$ cat src/rtl/fanin_resp_bridge_pkg.sv
// Shared helpers for the N-channel response fan-in bridge.
package fanin_resp_bridge_pkg;

  localparam int RR_MAX = 32;

  function automatic int clog2_min1(input int n);
    return (n > 1) ? $clog2(n) : 1;
  endfunction

  // First set bit of req after ptr, wrapping modulo n; returns ptr when req is empty.
  function automatic int unsigned rr_next(input int unsigned ptr,
                                          input logic [RR_MAX-1:0] req,
                                          input int unsigned n);
    int unsigned idx;
    logic        found;
    rr_next = ptr;
    found   = 1'b0;
    for (int unsigned i = 1; i <= RR_MAX; i++) begin
      if (!found && i <= n) begin
        idx = (ptr + i) % n;
        if (req[idx[4:0]]) begin
          rr_next = idx;
          found   = 1'b1;
        end
      end
    end
  endfunction

endpackage

$ cat src/rtl/resp_fifo_bridge.sv
// Single-clock per-channel response FIFO; pointers carry one extra wrap bit.
module resp_fifo_bridge #(
  parameter int WIDTH = 8,
  parameter int DEPTH = 2
) (
  input  logic             clk,
  input  logic             rst,
  input  logic             push,
  input  logic             pop,
  input  logic [WIDTH-1:0] wdata,
  output logic [WIDTH-1:0] rdata,
  output logic             full,
  output logic             empty
);
  localparam int AW = $clog2(DEPTH);

  logic [AW:0]      wptr, rptr;
  logic [WIDTH-1:0] mem [DEPTH];

  assign empty = (wptr == rptr);
  assign full  = (wptr[AW] != rptr[AW]) && (wptr[AW-1:0] == rptr[AW-1:0]);
  assign rdata = mem[rptr[AW-1:0]];

  always_ff @(posedge clk) begin
    if (push && !full) mem[wptr[AW-1:0]] <= wdata;
  end

  always_ff @(posedge clk) begin
    if (rst) begin
      wptr <= '0;
      rptr <= '0;
    end else begin
      if (push && !full) wptr <= wptr + 1'b1;
      if (pop && !empty) rptr <= rptr + 1'b1;
    end
  end

endmodule

$ cat src/rtl/fanin_resp_arb_bridge.sv
// N-channel response fan-in: per-channel FIFOs, round-robin pick, registered
// valid/ready output with source ID and sticky per-channel overflow flags.
module fanin_resp_arb_bridge
  import fanin_resp_bridge_pkg::*;
#(
  parameter int N_CH       = 4,
  parameter int DATA_WIDTH = 32,
  parameter int AUX_WIDTH  = 6,
  parameter int BYTE_NUM   = DATA_WIDTH / 8,
  parameter int TAG_WIDTH  = BYTE_NUM,
  parameter int DEPTH      = 2,
  parameter int CH_W       = clog2_min1(N_CH)
) (
  input  logic                      clk,
  input  logic                      rst,
  input  logic [N_CH*DATA_WIDTH-1:0] data_r_rdata_i,
  input  logic [N_CH*TAG_WIDTH-1:0]  data_r_rtag_i,
  input  logic [N_CH-1:0]            data_r_opc_i,
  input  logic [N_CH*AUX_WIDTH-1:0]  data_r_aux_i,
  input  logic [N_CH-1:0]            data_r_valid_i,
  output logic [N_CH-1:0]            data_r_ready_o,
  output logic [DATA_WIDTH-1:0]      data_r_rdata_o,
  output logic [TAG_WIDTH-1:0]       data_r_rtag_o,
  output logic                       data_r_opc_o,
  output logic [AUX_WIDTH-1:0]       data_r_aux_o,
  output logic [CH_W-1:0]            data_r_id_o,
  output logic                       data_r_valid_o,
  input  logic                       data_r_ready_i,
  output logic [N_CH-1:0]            overflow_o
);
  localparam int PW = 1 + AUX_WIDTH + TAG_WIDTH + DATA_WIDTH;

  logic [N_CH-1:0]          full, empty, push, pop;
  logic [N_CH-1:0][PW-1:0]  fifo_rdata;
  logic                     rdy_en;
  logic [CH_W-1:0]          rr_ptr, gnt;
  logic                     any_req, load;

  // rdy_en keeps ready low through reset; full comes from FIFO pointer registers.
  assign data_r_ready_o = ~full & {N_CH{rdy_en}};
  assign push           = data_r_valid_i & data_r_ready_o;

  for (genvar k = 0; k < N_CH; k++) begin : g_ch
    resp_fifo_bridge #(.WIDTH(PW), .DEPTH(DEPTH)) u_fifo (
      .clk   (clk),
      .rst   (rst),
      .push  (push[k]),
      .pop   (pop[k]),
      .wdata ({data_r_opc_i[k],
               data_r_aux_i[k*AUX_WIDTH +: AUX_WIDTH],
               data_r_rtag_i[k*TAG_WIDTH +: TAG_WIDTH],
               data_r_rdata_i[k*DATA_WIDTH +: DATA_WIDTH]}),
      .rdata (fifo_rdata[k]),
      .full  (full[k]),
      .empty (empty[k])
    );
  end

  always_comb begin
    any_req = |(~empty);
    gnt     = CH_W'(rr_next(32'(rr_ptr), RR_MAX'(~empty), N_CH));
    load    = any_req && (!data_r_valid_o || data_r_ready_i);
    pop     = load ? (N_CH'(1) << gnt) : '0;
  end

  always_ff @(posedge clk) begin
    if (rst) begin
      rdy_en         <= 1'b0;
      rr_ptr         <= CH_W'(N_CH - 1);
      data_r_valid_o <= 1'b0;
      data_r_rdata_o <= '0;
      data_r_rtag_o  <= '0;
      data_r_opc_o   <= 1'b0;
      data_r_aux_o   <= '0;
      data_r_id_o    <= '0;
      overflow_o     <= '0;
    end else begin
      rdy_en     <= 1'b1;
      overflow_o <= overflow_o | (data_r_valid_i & ~data_r_ready_o);
      if (load) begin
        {data_r_opc_o, data_r_aux_o, data_r_rtag_o, data_r_rdata_o} <= fifo_rdata[gnt];
        data_r_id_o    <= gnt;
        data_r_valid_o <= 1'b1;
        rr_ptr         <= gnt;
      end else if (data_r_ready_i) begin
        // No candidate: a consumed beat leaves the register empty, data held.
        data_r_valid_o <= 1'b0;
      end
    end
  end

endmodule

$ cat config.mk
export PLATFORM = sky130hd
export DESIGN_NAME = fanin_resp_arb_bridge
export DESIGN_NICKNAME = d
export VERILOG_FILES = /design/src/rtl/fanin_resp_bridge_pkg.sv /design/src/rtl/resp_fifo_bridge.sv /design/src/rtl/fanin_resp_arb_bridge.sv
export SDC_FILE = /design/constraint.sdc
export NUM_CORES = 1
export LEC_CHECK = 0
export ABC_AREA = 1
export BUFFER_PORTS_ARGS = -buffer_cell sky130_fd_sc_hd__buf_2
export CAP_MARGIN = 30
export CELL_PAD_IN_SITES_DETAIL_PLACEMENT = 0
export CELL_PAD_IN_SITES_GLOBAL_PLACEMENT = 1
export CORE_ASPECT_RATIO = 0.5
export CORE_UTILIZATION = 45
export DETAILED_ROUTE_END_ITERATION = 10
export PLACE_DENSITY = 0.87
export SLEW_MARGIN = 10
export SYNTH_ARGS = -nofsm -noshare
export SYNTH_HDL_FRONTEND = slang
export SYNTH_HIERARCHICAL = 1
export SYNTH_SLANG_ARGS = --single-unit
$ cat constraint.sdc
create_clock -name clk -period 9.7 [get_ports clk]
set_clock_uncertainty 0.05 [all_clocks]
set_input_delay 0.485 -clock clk [delete_from_list [all_inputs] [get_ports clk]]
set_output_delay 0.485 -clock clk [all_outputs]
set_load 0.05 [all_outputs]
# Word level (Yosys, flattened, before mapping)
# Memories as Yosys holds them, arrays and structs flattened. A register that Yosys moved wholly into a read port is not among the register bits.
# Cells that the tools add are included.
# W data, S select, Z words.
[op_classes]
addsub = 12
n_mul = 0
div = 0
order_cmp = 5
n_eq_ne = 12
shift = 1
n_mux = 42
bitwise = 8
reduce_logical = 25
[ops]
columns = ["operator", "n"]
rows = [
  ["$bmux W43 S2", 1],
  ["$mux W43", 1],
  ["$mux W1", 28],
  ["$lt A2 B6 Y1 const B", 4],
  ["$add A2 B1 Y2 const B", 10],
  ["$not A4 Y4", 4],
  ["$mux W2", 7],
  ["$logic_and A1 B1 Y1", 13],
  ["$and A4 B4 Y4", 3],
  ["$logic_not A1 Y1", 9],
  ["$bmux W1 S2", 4],
  ["$eq A2 B2 Y1", 4],
  ["$add A2 B2 Y2 const B", 2],
  ["$eq A1 B1 Y1", 4],
  ["$mux W4", 1],
  ["$ne A1 B1 Y1", 4],
  ["$or A4 B4 Y4", 1],
  ["$reduce_or A4 Y1", 1],
  ["$shl A1 B2 Y4 const A", 1],
  ["$lt A2 B3 Y1 const B", 1],
  ["$reduce_bool A2 Y1", 1],
  ["$logic_or A1 B1 Y1", 1],
]
[word_totals]
ff_bits = 69
latch_bits = 0
ramBits = 344
rom_bits = 0
inputBits = 179
output_inout_bits = 54
wordCells = 126
n_memories = 4
[mem_list]
columns = ["name", "depth", "width", "read_ports", "rd_ports_with_merged_regs", "write_ports", "line", "source"]
rows = [
  ["g_ch[0].u_fifo.mem", 2, 43, 1, 1, 1, "resp_fifo_bridge.sv:18", "logic [WIDTH-1:0] mem [DEPTH];"],
  ["g_ch[1].u_fifo.mem", 2, 43, 1, 1, 1, "resp_fifo_bridge.sv:18", ""],
  ["g_ch[2].u_fifo.mem", 2, 43, 1, 1, 1, "resp_fifo_bridge.sv:18", ""],
  ["g_ch[3].u_fifo.mem", 2, 43, 1, 1, 1, "resp_fifo_bridge.sv:18", ""],
]

# Longest topological paths before layout
# Gate-level depths: netlist of the first run.
[logic_depth]
depth_word = 16
ltp_mapped = 23
ltp_nobuf = 21

# Cells and area by module
# Netlist of the first run, hierarchy kept.
[modules_own_cells]
columns = ["module", "instances", "cells_per_inst", "area_per_inst_um2", "seq_area_each_um2"]
rows = [
  ["resp_fifo_bridge", 4, 181, 3583.4, 2682.6],
  ["fanin_resp_arb_bridge", 1, 583, 3560.9, 1061.0],
]

# Least setup slack after synthesis of the first run
# Ideal clock, no wire load.
[synth_path]
path_type = "register to register"
from = "reg g_ch[0].u_fifo.rptr[1]"
to = "mem g_ch[0].u_fifo/mem[0][0] (netlist bit) (enable)"
setup_ps = 443
arrival_ps = 2878
required_time_ps = 9207
slack_ps = 6329
stages_incl_launch_ff = 9
n_path_buf = 0
period_less_slack_ps = 3371
cell_sequence = "dfxtp_1 inv_1 nand2_1 nand2_1 nand2_2 inv_1 nor3b_1 nand2_1 nor2_1"
[synth_via]
elab_chain_cells = 8
word_cells_on_any_way = 9
classes_between = "eq/ne (1); mux (2); bitwise (3); reduce/logical (3)"
[synth_rtl]
columns = ["element", "line", "source"]
rows = [
  ["from (decl)", "resp_fifo_bridge.sv:17", "logic [AW:0] wptr, rptr;"],
  ["from (signal assigned)", "resp_fifo_bridge.sv:34", "if (pop && !empty) rptr <= rptr + 1'b1;"],
  ["$ne A1 B1 Y1", "resp_fifo_bridge.sv:21", "assign full = (wptr[AW] != rptr[AW]) && (wptr[AW-1:0] == rptr[AW-1:0]);"],
  ["$logic_and A1 B1 Y1", "resp_fifo_bridge.sv:21", ""],
  ["via full[0]", "fanin_resp_arb_bridge.sv:33", "logic [N_CH-1:0] full, empty, push, pop;"],
  ["$not A4 Y4", "fanin_resp_arb_bridge.sv:40", "assign data_r_ready_o = ~full & {N_CH{rdy_en}};"],
  ["$and A4 B4 Y4", "fanin_resp_arb_bridge.sv:40", ""],
  ["$and A4 B4 Y4", "fanin_resp_arb_bridge.sv:41", "assign push = data_r_valid_i & data_r_ready_o;"],
  ["via push[0]", "fanin_resp_arb_bridge.sv:33", ""],
  ["$logic_and A1 B1 Y1", "resp_fifo_bridge.sv:25", "if (push && !full) mem[wptr[AW-1:0]] <= wdata;"],
  ["$mux W1", "resp_fifo_bridge.sv:25", ""],
  ["$mux W1 (implied by the code)", "resp_fifo_bridge.sv:25", ""],
  ["to (decl)", "resp_fifo_bridge.sv:18", ""],
]
# The timed path passes the listed nets, and every way through them passes these cells.

==> metrics, run 1 <==
Seq/Total Area, Yosys=0.659; Num Clock Sinks=between 400 and 500; VDD IR max=approximately 0.21 mV; TritonCTS clock tree=done; most frequent CP cell=nand2_1; first-pass GRT wire length=60900 µm; die width=284 µm; Final HPWL DP=between 20000 and 30000 µm; Worst slew margin=0.374; max-slew violations=0; Setup Buffers After CTS=0; CP startpoint kind=flip-flop; cts hold-fix bufs=0; H-tree levels=2; 1st-iter DRT viols=680; Total Routing Usage GR=0.198; Worst Hold Class=in2reg; # DRC=0; combinational share of power=0.387; Lkg Pwr=between 0.008 and 0.009 µW; RSZ-0062 raised after global routing=no; detailed-route via count=about 11k; clock slew at reported path FFs=70 ps; syn nets=1486; hold depth=1; CP required=just over 10000 ps; die height=143 µm; routed wire length=41100 µm; Worst path max stage delay=~840 ps; cell count after synthesis=approximately 1.3k; gpl congestion=0.802; largest net degree at the start of global routing=between 80 and 90; Synthesis Warnings=6; Max Cap Viol=0; Internal=3670 µW; drt via density=5.17; Setup CP Type=reg2reg; Sequential Power Share=0.361; Die ar.=40600 µm²; Critical Path, Cell by Cell=inv_1, nand2_1, nand2_2, nand2_2, inv_1, inv_1, nand2_1, nand3_1, nand2_1, nand2_2, nor2_1, nand2_1, nand2_4, inv_2, nor2_1, nand2_1, inv_1, nand2_1, nand2_1, nor2_1; Max Fclk=300 MHz; initial antenna violation count=6; post-cts gate resize count=0; CP endpoint kind=flip-flop; vias in the first global route=between 10k and 15k; buffers added on ports=232; status=completed; Num CTS Buffers=39; slowest CP cell=inv_2; grt ovf=0; Top Ports=233; M3 GR Usage=0.0305; GR Util met1=0.219; Routed wire per std cell=19.6 µm; antenna-violating nets left=0; #FFs+latches synth=around 420; Netlist cell types=27; worst hold slack=82.7 ps; clk buf depth=3; total power=5960 µW; Placeable Area=39100 µm²; Avg Inst Size Synth=between 10 and 15 µm²; synthesized area=17900 µm²; Clock Latency Late Sink=540 ps; power per cell area=289 nW/µm²; Initial Utilization=0.458; row cnt=51; setup TNS=0 ps; slew of the pin with the lowest slew margin=937 ps; Worst R2R Path Depth=20; Worst Path Arrival=3730 ps; Tmin final=approximately 3300 ps; Area Overhead vs Synth=15.3%; M2 GR Usage=0.373; Clk pwr share=0.251; P_sw=2290 µW; Net Sw Frac=0.384; busiest layer in global routing=met2; layout cells sized above 1=0.333; final worst-path cycle share=0.343; Layout Utilization=0.528; Final Hold Viols=0; root buffer cell=clkbuf_16; nets=1706; critical path peak fanout=46; Setup-failing EPs final=0; 1st-pass router iterations=5
## stage by stage
stage | instance area (µm²) | setup WS (ps) | cells
2_1_floorplan | 17900 | 6330 | 1307
3_5_place_dp | 19300 | 6400 | 2015
3_3_place_gp | 19200 | 5790 | 2009
6_report | 20600 | 6370 | 2093
4_1_cts | 20600 | 6380 | 2086
5_1_grt | 20600 | 6040 | 2093
## layer usage
metal  vias to the layer above  routed length, µm
li1                       5135                  -
met1                      5290              15500
met2                       291              22200
met3                        97               1620
met4                         0               1830
met5                         -                  0
## critical path: cells and delay by family (launching register included)
kind | cells | cell delay [ps]
and+or+nand+nor | 15 | 1580
buffers and inverters | 5 | 1090
DFF | 1 | 420
## layout make-up
type | instances | area [µm²]
Fill cell | 3222 | 18400
Multi-Input combinational cell | 762 | 5290
Timing Repair Buffer | 251 | 1410
Tap cell | 530 | 663
Inverter | 56 | 215
Sequential cell | 417 | 11800
Clock inverter | 21 | 205
Antenna cell | 6 | 15.0
Clock buffer | 50 | 1040
## cells by family (layout without fill, tap and decap cells)
group | Yosys count | in the layout | synth area share
and+or+nand+nor | 513 | 513 | 0.129
DFF | 417 | 417 | 0.659
muxes | 172 | 172 | 0.142
buffers and inverters | 128 | 378 | 0.0479
AOI/OAI and AO/OA | 77 | 77 | 0.0222
other | 0 | 6 | 0
## power groups by stage
stage               Sequential (µW)  Clock [µW]  Combinational, µW
global placement               2190           0               2240
detailed placement             2190           0               2300
floorplan                      2370           0               1560
finish                         2150        1500               2310
global route                   2170        1590               2500
CTS                            2160        1520               2310
## path summary, 6_finish.rpt
check                                       startpoint                  endpoint  slack [ps]
worst max-delay path            g_ch[1].u_fifo/wptr[0]                 flip-flop        6370
worst min-delay path               data_r_rdata_i[105]  g_ch[3].u_fifo/mem[0][9]          80
worst max register to register  g_ch[1].u_fifo/wptr[0]                 flip-flop        6370
worst min register to register           overflow_o[3]             overflow_o[3]         400
## cells in the mapped netlist
library cell / n / area, µm²
buf_12: 16 / 320
inv_2: 2 / 7.51
nor4_1: 1 / 6.26
buf_2: 20 / 100
nand2_1: 224 / 841
o211ai_1: 3 / 22.5
nor3b_1: 4 / 30.0
o21ai_2: 1 / 8.76
inv_6: 1 / 8.76
nand2_4: 3 / 33.8
buf_4: 7 / 52.6
clkbuf_1: 21 / 78.8
mux2_2: 12 / 135
edfxtp_1: 344 / 10300
nand3_4: 1 / 17.5
o21ai_0: 5 / 25.0
nand2_2: 19 / 119
nand4_1: 1 / 6.26
mux2_4: 160 / 2400
o21ai_1: 1 / 5.00
dfxtp_1: 73 / 1460
inv_1: 52 / 195
clkinv_1: 1 / 3.75
nor2_1: 34 / 128
nand3_1: 226 / 1130
a21oi_1: 67 / 335
buf_6: 8 / 90.1
## cells in the final DEF, fill, tap and decap left out, types with 8 or more instances in the layout
cell,n
edfxtp_1,344
buf_2,232
nand3_1,226
nand2_1,224
mux2_4,160
dfxtp_1,69
a21oi_1,66
inv_1,48
clkbuf_16,39
nor2_1,30
nand2_2,19
mux2_2,12
buf_4,12
clkbuf_1,9
clkinv_1,8
## state kept, by name (all words and copies together), names as in the netlist, named ones only
signal            cells
rr_ptr                2
data_r_rtag_o         4
data_r_valid_o        1
g_ch.u_fifo/rptr      8
data_r_aux_o          6
data_r_opc_o          1
g_ch.u_fifo/wptr      8
overflow_o            4
data_r_rdata_o       32
rdy_en                1
g_ch.u_fifo/mem     344
data_r_id_o           2
Note: power is estimated with default switching activity, not from simulation.
==> run 2, diff against run 1 <==
Settings changed: ABC_AREA 1 to 0, CORE_UTILIZATION 45 to 43, PLACE_DENSITY 0.87 to 0.86.
Clock period 9.7 ns to 2.8 ns, I/O delays scaled along.
==> metrics, run 2 <==
status=completed (unchanged); Setup Buffers After CTS=0 (unchanged); largest net degree at the start of global routing=87 (was 88); Total Routing Usage GR=0.212 (was 0.198); Net Sw Frac=0.326 (was 0.384); Synthesis Warnings=6 (unchanged); final worst-path cycle share=0.925 (was 0.343); register area=11800 µm² (unchanged); detailed-route via count=10.9k (was 10.8k); CP endpoint kind=flip-flop (unchanged); Netlist cell types=40 (was 27); Routed wire per std cell=20.5 µm (was 19.6 µm); Area Overhead vs Synth=31.3% (was 15.3%); row cnt=50 (was 51); non-filler cells, final=2068 (was 2093); clock slew at reported path FFs=70 ps (about the same); Tmin final=2590 ps (was 3330 ps); Worst path max stage delay=370 ps (was 840 ps); most frequent cells in the layout=edfxtp_1 (344), buf_2 (232), dlygate4sd3_1 (177) (was edfxtp_1 (344), buf_2 (232), nand3_1 (226)); Critical Path, Cell by Cell=xor2_1, nor2_1, nand2_1, buf_4, o21a_1, nand3_1, a21oi_2, o21bai_1, a311oi_1 (was inv_1, nand2_1, nand2_2, nand2_2, inv_1, inv_1, nand2_1, nand3_1, nand2_1, nand2_2, nor2_1, nand2_1, nand2_4, inv_2, nor2_1, nand2_1, inv_1, nand2_1, nand2_1, nor2_1); RSZ-0062 raised after global routing=no (unchanged); Yosys top cell area share=0.614 (was 0.577); gpl congestion=0.800 (was 0.802); footprint of the multi-input gates=4780 µm² (was 5290 µm²); Worst Hold Class=in2reg (unchanged); Internal=12700 µW (was 3670 µW); Max Fclk=386 MHz (was 300 MHz); grt ovf=0 (unchanged); total power=18800 µW (was 5960 µW); cell count after synthesis=1071 (was 1307); number of flip-flops under the largest register name=344 (unchanged); Lkg Pwr=0.00828 µW (was 0.00805 µW); P_sw=6130 µW (was 2290 µW); Clock Latency Late Sink=530 ps (was 540 ps); antenna-violating nets left=0 (unchanged); Avg Inst Size Synth=15.7 µm² (was 13.7 µm²); Max Cap Viol=0 (unchanged); leading cell type in the layout, fill and taps excluded=edfxtp_1 (unchanged); Seq/Total Area, Yosys=0.701 (was 0.659); Top Ports=233 (unchanged); Num CTS Buffers=38 (was 39); synth top area cells=edfxtp_1 (61%), mux2_2 (12%), dfxtp_1 (8.7%), mux2i_1 (3.0%), o211ai_1 (1.9%) (was edfxtp_1 (58%), mux2_4 (13%), dfxtp_1 (8.2%), nand3_1 (6.3%), nand2_1 (4.7%)); first-pass GRT wire length=63600 µm (was 60900 µm); critical path peak fanout=6 (was 46); Worst Path Arrival=2920 ps (was 3730 ps); syn nets=1250 (was 1486); Setup CP Type=reg2reg (unchanged); synthesized area=16800 µm² (was 17900 µm²); Layout Utilization=0.582 (was 0.528); fin area=22100 µm² (was 20600 µm²); Final HPWL DP=28000 µm (was 26800 µm); Worst Min Path Start=rst (was data_r_rdata_i[105]); root buffer cell=clkbuf_16 (unchanged); max-slew violations=0 (unchanged); Worst slew margin=0.576 (was 0.374); Clk pwr share=0.282 (was 0.251); top_reg_cell synth=edfxtp_1 (unchanged); die width=282 µm (was 284 µm); slowest CP cell=xor2_1 (was inv_2); 1st-iter DRT viols=812 (was 680); FILL cells=2861 (was 3222); CP startpoint kind=flip-flop (unchanged); most common cell in the synthesized netlist=edfxtp_1 (unchanged); Final Hold Viols=0 (unchanged); routed wire length=42400 µm (was 41100 µm); nets=1694 (was 1706); H-tree levels=2 (unchanged); clk buf depth=3 (unchanged); die height=142 µm (was 143 µm); #FFs+latches synth=417 (unchanged); layout cells sized above 1=0.359 (was 0.333); EDFF count, synth=344 (unchanged); placed cell count=1818 (was 2015); Num Clock Sinks=417 (unchanged); setup ws final=210 ps (was 6370 ps); Worst R2R Start=g_ch[1].u_fifo/rptr[1] (was g_ch[1].u_fifo/wptr[0]); buffers added on ports=232 (unchanged); drt via density=5.28 (was 5.17); Sequential Power Share=0.407 (was 0.361); commonest cells in the synthesized netlist=edfxtp_1 (344), mux2_2 (173), dfxtp_1 (73), nand2_1 (65), mux2i_1 (51) (was edfxtp_1 (344), nand3_1 (226), nand2_1 (224), mux2_4 (160), dfxtp_1 (73)); vias in the first global route=11.6k (was 10.8k); slew of the pin with the lowest slew margin=633 ps (was 937 ps); TritonCTS clock tree=done (unchanged); pre-CTS WS=194 ps (was 6400 ps); Synth area leader=edfxtp_1 (unchanged); CP required=3130 ps (was 10100 ps); Setup-failing EPs final=0 (unchanged); power per cell area=851 nW/µm² (was 289 nW/µm²); 1st-pass router iterations=5 (unchanged); VDD IR max=0.523 mV (was 0.211 mV); Die ar.=40000 µm² (was 40600 µm²); # DRC=0 (unchanged); initial antenna violation count=4 (was 6); Placeable Area=38000 µm² (was 39100 µm²); placed cell areas=19000 µm² (was 19300 µm²); combinational share of power=0.311 (was 0.387); ys async rst share=0 (unchanged); worst setup path startpoint=g_ch[1].u_fifo/rptr[1] (was g_ch[1].u_fifo/wptr[0]); Initial Utilization=0.443 (was 0.458)
## run 2: cell type report
cell class | count | share of cell area
Antenna cell | 4 | 0.000453
Clock buffer | 52 | 0.0492
Clock inverter | 17 | 0.00770
Inverter | 6 | 0.00102
Multi-Input combinational cell | 585 | 0.216
Sequential cell | 417 | 0.534
Tap cell | 520 | 0.0295
Timing Repair Buffer | 467 | 0.162
## run 2: logic make-up (layout without fill, tap and decap cells)
group,Yosys count,after routing,share of synthesized area
multiplexers,224,224,0.146
AO/OA/AOI/OAI,174,174,0.0732
buffers and inverters,69,542,0.0206
AND/OR/NAND/NOR,175,175,0.0509
XOR/XNOR,12,12,0.00803
flip-flops,417,417,0.701
other,0,4,0
## run 2: critical path: cells and delay by family (launching register included)
family                 cells  cell delay [ps]
AO/OA/AOI/OAI              4             1040
AND/OR/NAND/NOR            3              510
XOR/XNOR                   1              370
flip-flops                 1              350
buffers and inverters      1              140
## run 2: power by group through the flow
stage	Combinational, µW	Clock, µW	Sequential (µW)
CTS	5860	5340	7660
detailed placement	5640	0	7790
global placement	5520	0	7760
finish	5850	5290	7660
floorplan	3210	0	8370
global route	6260	5620	7700
## run 2: worst paths after layout
check | endpoint | slack, ps | cells past startpoint
setup / recovery | flip-flop | 210 | 9
hold / removal | data_r_rdata_o[16] | 40 | 4
setup reg to reg | flip-flop | 210 | 9
hold reg to reg | data_r_id_o[1] | 410 | 2
## run 2: timing repair
item | CTS | global route
hold endpoints to repair | 349 | 0
resized for setup | 0 | 1
hold buffers | 177 | 0
setup endpoints to repair | 0 | 3
## run 2: per-stage QoR
step / TNS (ps) / hold slack (ps)
2_1_floorplan: 0 / 158
3_3_place_gp: -3.26 / 278
3_5_place_dp: 0 / 281
4_1_cts: 0 / 24.7
5_1_grt: 0 / 64.9
6_report: 0 / 37.7
## run 2: metal layers
layer	track usage	wire [µm]	up-vias
met5	0	0	-
met4	0.114	2170	0
met3	0.0339	1710	122
met2	0.398	23100	332
met1	0.229	15500	5466
li1	-	-	5005
==> run 3, diff against run 2 <==
Settings changed: CELL_PAD_IN_SITES_DETAIL_PLACEMENT 0 to unset, CELL_PAD_IN_SITES_GLOBAL_PLACEMENT 1 to unset, CORE_UTILIZATION 43 to 45, PLACE_DENSITY 0.86 to 0.78.
==> metrics, run 3 (synthesized netlist as in run 2, its figures left out) <==
Top Ports=233 (unchanged); CP required=3150 ps (was 3130 ps); setup ws final=270 ps (was 210 ps); clock slew at reported path FFs=60 ps (was 70 ps); cts hold-fix bufs=178 (was 177); buffers added on ports=232 (unchanged); largest net degree at the start of global routing=89 (was 87); layout cells sized above 1=0.351 (was 0.359); nets=1686 (was 1694); die height=139 µm (was 142 µm); die width=275 µm (was 282 µm); post-cts gate resize count=0 (unchanged); VDD IR max=0.659 mV (was 0.523 mV); detailed-route via count=10.9k (about the same); Layout Utilization=0.605 (was 0.582); Tmin final=2530 ps (was 2590 ps); Max Fclk=395 MHz (was 386 MHz); Final Hold Viols=0 (unchanged); Total Routing Usage GR=0.226 (was 0.212); Worst Path Arrival=2880 ps (was 2920 ps); Setup-failing EPs final=0 (unchanged); worst hold slack=265 ps (was 37.7 ps); vias in the first global route=11.8k (was 11.6k); Setup CP Type=reg2reg (unchanged); Setup Buffers After CTS=0 (unchanged); critical path peak fanout=6 (unchanged); row cnt=49 (was 50); Routed wire per std cell=21.3 µm (was 20.5 µm); Lkg Pwr=0.00820 µW (was 0.00828 µW); drt via density=5.39 (was 5.28); RSZ-0062 raised after global routing=no (unchanged); # DRC=0 (unchanged); power per cell area=855 nW/µm² (was 851 nW/µm²); first-pass GRT wire length=65500 µm (was 63600 µm); gpl congestion=0.816 (was 0.800); Placeable Area=36400 µm² (was 38000 µm²); register area=11800 µm² (unchanged); most frequent cells in the layout=edfxtp_1 (344), buf_2 (232), dlygate4sd3_1 (178) (was edfxtp_1 (344), buf_2 (232), dlygate4sd3_1 (177)); root buffer cell=clkbuf_16 (unchanged); grt ovf=0 (unchanged); Worst slew margin=0.471 (was 0.576); CP endpoint kind=flip-flop (unchanged); 1st-pass router iterations=5 (unchanged); 1st-iter DRT viols=742 (was 812); Num Clock Sinks=417 (unchanged); number of flip-flops under the largest register name=344 (unchanged); FILL cells=2587 (was 2861); clk buf depth=3 (unchanged); Die ar.=38200 µm² (was 40000 µm²); footprint of the multi-input gates=4780 µm² (about the same); final worst-path cycle share=0.903 (was 0.925); leading cell type in the layout, fill and taps excluded=edfxtp_1 (unchanged); Worst Hold Class=in2reg (unchanged); Initial Utilization=0.463 (was 0.443); initial antenna violation count=6 (was 4); pre-CTS WS=304 ps (was 194 ps); Final HPWL DP=27200 µm (was 28000 µm); setup TNS=0 ps (unchanged); antenna-violating nets left=0 (unchanged); routed wire length=43100 µm (was 42400 µm); H-tree levels=2 (unchanged); Clock Latency Late Sink=540 ps (was 530 ps); Max Cap Viol=0 (unchanged); TritonCTS clock tree=done (unchanged); CP startpoint kind=flip-flop (unchanged); Area Overhead vs Synth=30.7% (was 31.3%); max-slew violations=0 (unchanged); Num CTS Buffers=38 (unchanged); slew of the pin with the lowest slew margin=793 ps (was 633 ps); total power=18800 µW (about the same); status=completed (unchanged)
[run 3: final timing paths]
path,from,to,slack [ps],depth (start not counted)
setup / recovery,g_ch[0].u_fifo/rptr[1],g_ch[3].u_fifo/rptr[1],270,10
hold / removal,data_r_rdata_i[6],g_ch[0].u_fifo/mem[1][6],270,2
setup reg to reg,g_ch[0].u_fifo/rptr[1],g_ch[3].u_fifo/rptr[1],270,10
hold reg to reg,overflow_o[0],overflow_o[0],420,2
[run 3: critical path, cell delays in order, from the launching register on]
cell and delay, ps:
dfxtp_1 350, xor2_1 340, nor2_1 110, nand2_1 130, buf_4 120, o21a_1 280, nand3_1 220, a21oi_1 350
nand2_1 160, mux2i_1 200, a21oi_1 90
[run 3: power by group]
part | switching [µW] | total [µW] | leakage, µW | internal, µW
Clock | 2260 | 5320 | 0.000603 | 3060
Sequential | 319 | 7670 | 0.00376 | 7350
Combinational | 3550 | 5800 | 0.00384 | 2260
[run 3: area by class of cell]
| type | instances | area share |
|---|---|---|
| diodes | 7 | 0.000797 |
| well taps | 484 | 0.0276 |
| clock inverters | 13 | 0.00791 |
| inverters | 6 | 0.00102 |
| clock buffers | 56 | 0.0491 |
| multi-input cells | 585 | 0.217 |
| flip-flops and latches | 417 | 0.537 |
| repair buffers | 459 | 0.160 |
[run 3: per-layer routing]
metal / global-route usage / share of wire / vias up
met5: 0 / 0 / -
li1: - / - / 4975
met1: 0.252 / 0.37 / 5516
met3: 0.0332 / 0.038 / 116
met2: 0.422 / 0.55 / 316
met4: 0.104 / 0.045 / 0
[run 3: through the flow]
stage          std cells  instance area (µm²)
6_report            2027                22000
3_5_place_dp        1773                18900
5_1_grt             2027                22000
3_3_place_gp        1772                18900
2_1_floorplan       1071                16900
4_1_cts             2020                22000
